==> config.mk <==
export PLATFORM = sky130hd
export DESIGN_NAME = fp_div_issue_flat
export DESIGN_NICKNAME = d
export VERILOG_FILES = /design/src/rtl/fp_div_issue_pkg.sv /design/src/rtl/fp_div_issue_if.sv /design/src/rtl/fp_div_issue_fifo.sv /design/src/rtl/fp_div_issue.sv /design/src/flat_wrapper.sv
export SDC_FILE = /design/constraint.sdc
export NUM_CORES = 1
export LEC_CHECK = 0
export ABC_AREA = 1
export CORE_UTILIZATION = 25
export CTS_BUF_LIST = sky130_fd_sc_hd__clkbuf_4 sky130_fd_sc_hd__clkbuf_8
export DETAILED_ROUTE_END_ITERATION = 12
export SLEW_MARGIN = 30
export SYNTH_ARGS = -nofsm -noshare
export SYNTH_HDL_FRONTEND = slang
export SYNTH_HIERARCHICAL = 1
export SYNTH_SLANG_ARGS = --single-unit
==> constraint.sdc <==
create_clock -name clk -period 8.62 [get_ports clk]
set_input_delay 1.293 -clock clk [delete_from_list [all_inputs] [get_ports clk]]
set_output_delay 1.293 -clock clk [all_outputs]
set_load 0.05 [all_outputs]
==> src/rtl/fp_div_issue_pkg.sv <==
// fp_alu_pkg: shared types and constants for the divider issue stage.
// RECOVER exists only when FP_DIV_ISSUE_TIMEOUT_EN is defined.
package fp_alu_pkg;
  localparam int FP_DIV_TAG_W = 4;
  localparam logic [31:0] FP_QNAN = 32'h7FC00000;
  localparam logic [31:0] FP_POS_INF = 32'h7F800000;
  typedef struct packed {
    logic [31:0] a;
    logic [31:0] b;
    logic [FP_DIV_TAG_W-1:0] tag;
  } fp_div_req_t;
  typedef enum logic [2:0] {
    IDLE, ISSUE, WAIT_BUSY, WAIT_DONE, HOLD
`ifdef FP_DIV_ISSUE_TIMEOUT_EN
    , RECOVER
`endif
  } div_state_t;
endpackage

==> src/rtl/fp_div_issue_if.sv <==
// fp_div_issue_if: request and result handshakes of the divider issue stage.
interface fp_div_issue_if #(parameter int TAG_W = 4);
  logic req_valid, req_ready;
  logic [31:0] req_a, req_b;
  logic [TAG_W-1:0] req_tag;
  logic res_valid, res_ready;
  logic [31:0] res_z;
  logic res_ovf, res_unf, res_err;
  logic [TAG_W-1:0] res_tag;
  modport master(output req_valid, req_a, req_b, req_tag, res_ready,
                 input req_ready, res_valid, res_z, res_ovf, res_unf, res_err, res_tag);
  modport slave(input req_valid, req_a, req_b, req_tag, res_ready,
                output req_ready, res_valid, res_z, res_ovf, res_unf, res_err, res_tag);
endinterface

==> src/rtl/fp_div_issue_fifo.sv <==
// fp_div_issue_fifo: request FIFO with wrap-bit pointers; caller never pushes when full or pops when empty.
module fp_div_issue_fifo #(
  parameter int DEPTH = 4,
  parameter int W = 8
) (
  input  logic clk,
  input  logic rst,
  input  logic push_i,
  input  logic pop_i,
  input  logic [W-1:0] din_i,
  output logic [W-1:0] dout_o,
  output logic full_o,
  output logic empty_o
);
  localparam int AW = $clog2(DEPTH);
  logic [W-1:0] mem_q [DEPTH];
  logic [AW:0] wp_q, rp_q;
  assign empty_o = wp_q == rp_q;
  assign full_o = (wp_q[AW] != rp_q[AW]) && (wp_q[AW-1:0] == rp_q[AW-1:0]);
  assign dout_o = mem_q[rp_q[AW-1:0]];
  always_ff @(posedge clk or posedge rst)
    if (rst) begin
      wp_q <= '0;
      rp_q <= '0;
    end else begin
      wp_q <= wp_q + {{AW{1'b0}}, push_i};
      rp_q <= rp_q + {{AW{1'b0}}, pop_i};
    end
  always_ff @(posedge clk)
    if (push_i) mem_q[wp_q[AW-1:0]] <= din_i;
endmodule

==> src/rtl/fp_div_issue.sv <==
// fp_div_issue: queues divide requests, drives the divider start handshake and registers its result.
// Optional watchdog with divider reset and error result: define FP_DIV_ISSUE_TIMEOUT_EN.
module fp_div_issue
  import fp_alu_pkg::*;
#(
  parameter int DEPTH = 4,
  parameter int TAG_W = 4,
  parameter int TIMEOUT_CYCLES = 64
) (
  input  logic clk,
  input  logic rst,
  fp_div_issue_if.slave bus,
  output logic div_start,
  output logic [31:0] div_a,
  output logic [31:0] div_b,
  output logic div_rst,
  input  logic [31:0] div_z,
  input  logic div_ovf,
  input  logic div_unf,
  input  logic div_busy,
  input  logic div_done
);
  localparam int W = 64 + TAG_W;
  div_state_t state_q, state_d;
  logic full, empty, push, pop, load_div, timeout, rec;
  logic [W-1:0] head;
  logic [31:0] a_q, b_q, res_z_q;
  logic [TAG_W-1:0] tag_q, res_tag_q;
  logic res_valid_q, res_ovf_q, res_unf_q, res_err_q;
  assign push = bus.req_valid && !full;
  // Holding off while the divider is still busy (e.g. an op abandoned by our reset) keeps start legal.
  assign pop = state_q == IDLE && !empty && !res_valid_q && !div_busy;
  fp_div_issue_fifo #(.DEPTH(DEPTH), .W(W)) u_fifo (
    .clk(clk), .rst(rst), .push_i(push), .pop_i(pop),
    .din_i({bus.req_a, bus.req_b, bus.req_tag}), .dout_o(head),
    .full_o(full), .empty_o(empty)
  );
`ifdef FP_DIV_ISSUE_TIMEOUT_EN
  localparam int CW = $clog2(TIMEOUT_CYCLES + 1);
  logic [CW-1:0] cnt_q;
  logic waiting;
  assign waiting = state_q == WAIT_BUSY || state_q == WAIT_DONE;
  assign timeout = waiting && cnt_q == CW'(TIMEOUT_CYCLES - 1);
  assign rec = state_q == RECOVER;
  always_ff @(posedge clk or posedge rst)
    if (rst) cnt_q <= '0;
    else cnt_q <= waiting ? cnt_q + CW'(1) : '0;
`else
  assign timeout = 1'b0;
  assign rec = 1'b0;
`endif
  always_comb begin
    state_d = state_q;
    case (state_q)
      IDLE:      state_d = pop ? ISSUE : IDLE;
      ISSUE:     state_d = WAIT_BUSY;
      WAIT_BUSY: state_d = div_busy ? WAIT_DONE : WAIT_BUSY;
      WAIT_DONE: state_d = (!div_busy && div_done) ? HOLD : WAIT_DONE;
      default:   state_d = IDLE;
    endcase
`ifdef FP_DIV_ISSUE_TIMEOUT_EN
    if (timeout) state_d = RECOVER;
`endif
  end
  assign load_div = state_q == WAIT_DONE && state_d == HOLD;
  always_ff @(posedge clk or posedge rst)
    if (rst) begin
      state_q <= IDLE;
      a_q <= '0;
      b_q <= '0;
      tag_q <= '0;
    end else begin
      state_q <= state_d;
      if (pop) {a_q, b_q, tag_q} <= head;
    end
  always_ff @(posedge clk or posedge rst)
    if (rst) begin
      res_valid_q <= 1'b0;
      res_z_q <= '0;
      res_ovf_q <= 1'b0;
      res_unf_q <= 1'b0;
      res_err_q <= 1'b0;
      res_tag_q <= '0;
    end else if (load_div || rec) begin
      res_valid_q <= 1'b1;
      res_z_q <= rec ? FP_QNAN : div_z;
      res_ovf_q <= !rec && div_ovf;
      res_unf_q <= !rec && div_unf;
      res_err_q <= rec;
      res_tag_q <= tag_q;
    end else if (res_valid_q && bus.res_ready) begin
      res_valid_q <= 1'b0;
    end
  assign bus.req_ready = !full;
  assign div_start = state_q == ISSUE;
  assign div_rst = rec;
  assign div_a = a_q;
  assign div_b = b_q;
  assign bus.res_valid = res_valid_q;
  assign bus.res_z = res_z_q;
  assign bus.res_ovf = res_ovf_q;
  assign bus.res_unf = res_unf_q;
  assign bus.res_err = res_err_q;
  assign bus.res_tag = res_tag_q;
endmodule

==> src/flat_wrapper.sv <==
// flat-port wrapper written by rule: the top's interface ports become plain ports
module fp_div_issue_flat import fp_alu_pkg::*;
#(
  parameter int DEPTH = 4,
  parameter int TAG_W = 4,
  parameter int TIMEOUT_CYCLES = 64
)
  (clk, rst, div_start, div_a, div_b, div_rst, div_z, div_ovf, div_unf, div_busy, div_done, bus_req_valid, bus_req_a, bus_req_b, bus_req_tag, bus_res_ready, bus_req_ready, bus_res_valid, bus_res_z, bus_res_ovf, bus_res_unf, bus_res_err, bus_res_tag);
  fp_div_issue_if #(.TAG_W(TAG_W)) bus_i ();
  input  logic clk;
  input  logic rst;
  output logic div_start;
  output logic [31:0] div_a;
  output logic [31:0] div_b;
  output logic div_rst;
  input  logic [31:0] div_z;
  input  logic div_ovf;
  input  logic div_unf;
  input  logic div_busy;
  input  logic div_done;
  input wire logic [$bits(bus_i.req_valid)-1:0] bus_req_valid;
  input wire logic [$bits(bus_i.req_a)-1:0] bus_req_a;
  input wire logic [$bits(bus_i.req_b)-1:0] bus_req_b;
  input wire logic [$bits(bus_i.req_tag)-1:0] bus_req_tag;
  input wire logic [$bits(bus_i.res_ready)-1:0] bus_res_ready;
  output wire logic [$bits(bus_i.req_ready)-1:0] bus_req_ready;
  output wire logic [$bits(bus_i.res_valid)-1:0] bus_res_valid;
  output wire logic [$bits(bus_i.res_z)-1:0] bus_res_z;
  output wire logic [$bits(bus_i.res_ovf)-1:0] bus_res_ovf;
  output wire logic [$bits(bus_i.res_unf)-1:0] bus_res_unf;
  output wire logic [$bits(bus_i.res_err)-1:0] bus_res_err;
  output wire logic [$bits(bus_i.res_tag)-1:0] bus_res_tag;
  assign bus_i.req_valid = bus_req_valid;
  assign bus_i.req_a = bus_req_a;
  assign bus_i.req_b = bus_req_b;
  assign bus_i.req_tag = bus_req_tag;
  assign bus_i.res_ready = bus_res_ready;
  assign bus_req_ready = bus_i.req_ready;
  assign bus_res_valid = bus_i.res_valid;
  assign bus_res_z = bus_i.res_z;
  assign bus_res_ovf = bus_i.res_ovf;
  assign bus_res_unf = bus_i.res_unf;
  assign bus_res_err = bus_i.res_err;
  assign bus_res_tag = bus_i.res_tag;
  fp_div_issue #(.DEPTH(DEPTH), .TAG_W(TAG_W), .TIMEOUT_CYCLES(TIMEOUT_CYCLES)) u_core (.clk(clk), .rst(rst), .bus(bus_i), .div_start(div_start), .div_a(div_a), .div_b(div_b), .div_rst(div_rst), .div_z(div_z), .div_ovf(div_ovf), .div_unf(div_unf), .div_busy(div_busy), .div_done(div_done));
endmodule
## Yosys cells after proc, flatten, opt, wreduce, memory -nomap -nowiden

Memory sizes are Yosys's and may differ from the RTL's. A register that Yosys moved wholly into a read port is not among the register bits.
Index checks and enable logic that the tools add are counted.

- RAM bits: 272
- Input bits: 108
- Register bits after elaboration: 48
- Latch bits: 0
- ROM bits: 0
- Memories: 1
- Logic and storage cells: 40

Memories:

| memory | depth | bits a word | rd ports | clocked after memory_dff | write ports | RTL line | text |
|---|---|---|---|---|---|---|---|
| u_core.u_fifo.mem_q | 4 | 68 | 1 | 1 | 1 | fp_div_issue_fifo.sv:16 | `logic [W-1:0] mem_q [DEPTH];` |

- Divide/modulo/power cells: 0
- Magnitude comparators: 0
- Shift operators: 0
- Bitwise logic cells: 0
- Equal/unequal tests: 7
- Reductions and logical operators: 14
- $add $sub $neg: 2
- Multiplexer cells: 8
- $mul: 0

Operators by type and width:

| kind | number |
|---|---|
| case mux 3 bit (4 select lines) | 1 |
| logical AND 1 bit | 8 |
| adder 3 x 1 -> 3 bit | 2 |
| == test 3 x 2 -> 1 bit (second input constant) | 2 |
| 2-to-1 mux 1 bit | 6 |
| logical NOT 1 bit | 4 |
| == test 3 x 1 -> 1 bit (second input constant) | 1 |
| == test 3 bit | 1 |
| == test 3 bit (second input constant) | 1 |
| logical NOT 3 bit | 1 |
| 2-to-1 mux 3 bit | 1 |
| == test 2 bit | 1 |
| nonzero test 2 bit | 1 |
| inequality test 1 bit | 1 |

## Longest topological paths before layout

- Depth in word-level cells: 10
- Depth in mapped cells: 14
- Depth with buffers taken out: 11

## Hierarchy

The synthesis kept the hierarchy.

By module, submodules not included:

| module | instances | cells an instance | area an instance (um2) |
|---|---|---|---|
| fp_div_issue_fifo | 1 | 823 | 11019.3 |
| fp_div_issue | 1 | 498 | 4519.3 |

## Least setup slack after synthesis

No wires, ideal clock.

- Path kind: input-to-reg
- Start point: input port bus_req_valid
- End point: memory u_core/u_fifo/mem_q[2][0] (netlist bit) (enable)
- Required time: 8.042 ns
- Library setup time: 0.578 ns
- Path buffers: 0
- Stages: 4
- Arrival time: 6.133 ns
- Path slack: 1.908 ns
- Cells stage by stage: inv_1 nor2_1 inv_1 nor3_1

- Cells in the longest elaborated chain, start to end: 3

RTL lines:

| item | RTL line | text |
|---|---|---|
| start, declared | flat_wrapper.sv:21 | `input wire logic [$bits(bus_i.req_valid)-1:0] bus_req_valid;` |
| logical AND 1 bit | fp_div_issue.sv:30 | `assign push = bus.req_valid && !full;` |
| net u_core.push | fp_div_issue.sv:25 | `logic full, empty, push, pop, load_div, timeout, rec;` |
| 2-to-1 mux 1 bit | fp_div_issue_fifo.sv:30 | `if (push_i) mem_q[wp_q[AW-1:0]] <= din_i;` |
| 2-to-1 mux 1 bit (implied by the code) | fp_div_issue_fifo.sv:30 |  |
| end, declared | fp_div_issue_fifo.sv:16 |  |

The timed path passes the listed nets, and every way through them passes these cells.

## Worst setup path in the final report

- Start point: register u_core.u_fifo.rp_q[1]
- End point: output port bus_req_ready

- Cells in the longest elaborated chain, start to end: 3

RTL lines:

| item | RTL line | text |
|---|---|---|
| start, declared | fp_div_issue_fifo.sv:17 | `logic [AW:0] wp_q, rp_q;` |
| start signal, assigned | fp_div_issue_fifo.sv:27 | `rp_q <= rp_q + {{AW{1'b0}}, pop_i};` |
| == test 2 bit | fp_div_issue_fifo.sv:19 | `assign full_o = (wp_q[AW] != rp_q[AW]) && (wp_q[AW-1:0] == rp_q[AW-1:0]);` |
| logical AND 1 bit | fp_div_issue_fifo.sv:19 |  |
| net u_core.full | fp_div_issue.sv:25 |  |
| logical NOT 1 bit | fp_div_issue.sv:94 | `assign bus.req_ready = !full;` |
| end, declared | flat_wrapper.sv:26 | `output wire logic [$bits(bus_i.req_ready)-1:0] bus_req_ready;` |

The timed path passes the listed nets, and every way through them passes these cells.

==> qor.txt <==
Worst setup EP type = primary output
maximum clock frequency = 217.7 MHz
Via density = 4.267
synth cell count leaders = nand2_1 (425), edfxtp_1 (272), inv_1 (152)
Die Area = 63,160 um2
Routed wire per std cell = 16.42 um
critical path's most frequent cell = nand2_1
ranking of synthesized cells by area = edfxtp_1 (53%), dfrtp_1 (19%), nand2_1 (10%), o211ai_1 (6.6%), inv_1 (3.7%)
Yosys cell types = 22
Required @ worst endpoint = 7.33 ns
Worst Max-Slew Pin Slew = 1.011 ns
initial antenna violation count = 6
Slew HR = 32.60%
Synth Flop Type = edfxtp_1
layout cells sized above 1 = 9.894%
Boundary Pins = 215
DP Wirelength = 22,680 um
Syn Std Cell Area = 15,540 um2
CP top delay family = buffers and inverters
YS warnings = 6
vias in the first global route = 10,620
P&R area growth vs syn = 29.05%
Clock Tree Root = clkbuf_8
GPL Wtd Cong = 0.7106
crit-path cells = clkinv_2 > nand2_1 > nand2_1 > nand2_1 > nor2_1 > inv_1 > clkdlybuf4s50_1
slowest cell on the critical path = clkdlybuf4s50_1
leakage = 8.183 nW
Post-DRT Antenna Nets = 0
Hold Crit Class = flip-flop to flip-flop
Clk Latency, worst-skew pair = 0.64 ns
via count = 10,400
CP max FO = 33
Setup CP Type = flip-flop to primary output
WP data arrival = 3.30 ns
number of H-tree levels = 3
count leader, synth = nand2_1
Final nets = 1,653
Post-synth EDFFs = 272
# fillers = 6,152
CTS max path bufs = 3
status = finished clean
Pwr per Cell Area = 387.3 nW/um2
RSZ-0062 raised after global routing = no
synthesized flop and latch total = 388
Die W = 251.3 um
crit start category = flip-flop
crit path time final = 4.594 ns
Setup Buffers After CTS = 0
Initial Util = 25.23%
Sequential Area = 11,080 um2
endpoints failing hold = 0
clk sinks = 388
Slew Limit Fails = 0
sequential area share after synthesis = 71.25%
skew final = 0.01359 ns
slowest stage delay, CP = 0.82 ns
PostCTS Resize Cnt = 0
crit share post-route = 53.29%
first-pass GRT wire length = 61,770 um
Synth async-reset ratio = 29.90%
largest net degree at the start of global routing = 111
CTS buffer count = 72
hold_ws = 0.4677 ns
core area = 61,600 um2
GRT overflow = 0
multi-input logic area = 3462 um2
First-pass DRT Iterations = 5
Routed WL = 40,020 um
TNS Setup = 0 ns
Max Cap Viol = 0
Post-Synthesis Cells = 1,321
count of final setup violators = 0
Hold Buf Count CTS = 0
maximum vdd ir drop = 246.8 uV
syn_area_per_cell = 11.76 um2
1st-iter DRT viols = 449
Rows = 91
TritonCTS clock tree = done
Die Y = 251.3 um
quantity of I/O buffers inserted on ports = 212
worst path bufs/invs = 3
area leader, netlist = edfxtp_1
top cell type's share of synthesized area = 52.56%
DRC = 0
CTS clk-pin slew, worst paths = 0.05 ns
Tot GR Track Use = 12.90%
worst reg2reg max path, cell delays in order (launching register included):
cell	delay, ns
dfrtp_4	0.74
clkinv_2	0.59
nand2_1	0.19
nand2_1	0.06
nand2_1	0.11
nor2_1	0.08
nor2_1	0.26
inv_1	0.17
nor3_2	0.13
buf_4	0.55
buf_4	0.61
path summary, 6_finish.rpt:
kind | startpoint | to | slack, ns | cells past startpoint
setup / recovery | u_core/u_fifo/rp_q[1]$_DFF_PP0_ | bus_req_ready | 4.03 | 7
min in group asynchronous | rst | u_core/u_fifo/wp_q[1]$_DFF_PP0_ | 1.06 | 2
hold reg to reg | u_core/bus.res_tag[3]$_DFFE_PP0P_ | u_core/bus.res_tag[3]$_DFFE_PP0P_ | 0.47 | 2
setup reg to reg | u_core/u_fifo/rp_q[1]$_DFF_PP0_ | u_core/u_fifo/mem_q[3][39]$_DFFE_PP_ | 4.73 | 10
max in group asynchronous | rst | u_core/div_b[27]$_DFFE_PP0N_ | 6.82 | 3
hold / removal | u_core/bus.res_tag[3]$_DFFE_PP0P_ | u_core/bus.res_tag[3]$_DFFE_PP0P_ | 0.47 | 2
layout make-up:
cell class              instances  share of cell area [%]
clock inverters                21                   1.073
diodes                          4                 0.04992
repair buffers                232                   11.63
multi-input cells             694                   17.26
inverters                     153                   2.908
flip-flops and latches        388                   55.24
well taps                     837                   5.222
clock buffers                 109                   6.608
flip-flops by register name, summed over array words and instances (netlist names):
name and flops:
u_core/state_q 3, u_core/bus.res_valid 1, u_core/div_a 32, u_core/bus.res_unf 1
u_core/tag_q 4, u_core/bus.res_ovf 1, u_core/div_b 32, u_core/u_fifo/rp_q 3
u_core/bus.res_z 32, u_core/u_fifo/wp_q 3, u_core/u_fifo/mem_q 272, u_core/bus.res_tag 4
layout by cell type (no fill, tap or decap), types with 2 or more instances in the layout:
master,synthesis,routed
xnor2_1,2,2
inv_1,152,151
edfxtp_1,272,272
nand3_1,42,41
nor2_1,3,3
dfrtp_1,116,114
clkinv_1,0,6
clkinvlp_4,0,4
conb_1,1,2
nand4_1,69,69
xor2_1,2,2
clkbuf_8,0,81
buf_6,4,2
clkbuf_4,0,28
buf_16,0,2
clkinv_4,0,2
clkinv_2,0,6
nor3_2,0,4
bufinv_16,0,4
buf_4,11,15
o211ai_1,136,136
nand2_1,425,424
nor2_4,3,3
dfrtp_4,0,2
ha_1,4,4
diode_2,0,4
clkdlybuf4s50_1,0,212
report_power, final:
part | total [mW] | switching (mW) | internal, mW
Clock | 1.86 | 0.761 | 1.10
Sequential | 2.88 | 0.300 | 2.58
Combinational | 3.02 | 2.12 | 0.901
Total | 7.77 | 3.18 | 4.58
logic make-up (layout without fill, tap and decap cells):
| group | after synthesis | count (layout) | synth area share [%] |
|---|---|---|---|
| simple gates | 547 | 547 | 14.86 |
| buf+inv | 240 | 515 | 6.724 |
| other cells | 1 | 6 | 0.02413 |
| flops | 388 | 388 | 71.25 |
| fa+ha+maj | 4 | 4 | 0.3221 |
| xor+xnor | 4 | 4 | 0.2255 |
| compound gates | 137 | 137 | 6.603 |
through the flow:
stage               setup slack, ns  instance area, um2  std cells  total power [mW]  util (%)
floorplan                     1.908               15540       1322             4.967         -
global placement              4.062               18420       2301             5.892     29.90
detailed placement            4.460               18440       2302             5.966     29.94
CTS                           3.845               19980       2432             7.871     32.44
global route                  3.733               20050       2436             8.252     32.55
finish                        4.026               20050       2438             7.767     32.55
per-layer routing:
metal  share of wire (%)  vias to the layer above  track usage, %  routed length, um
li1                    -                     4979               -                  -
met1                  44                     5111           16.15              17710
met4                 1.7                        4           4.617                697
met3                 6.6                       49           4.059               2644
met2                  47                      260           20.89              18940
met5               0.060                        -               0                 24
Power figures use the tool's default switching activity.
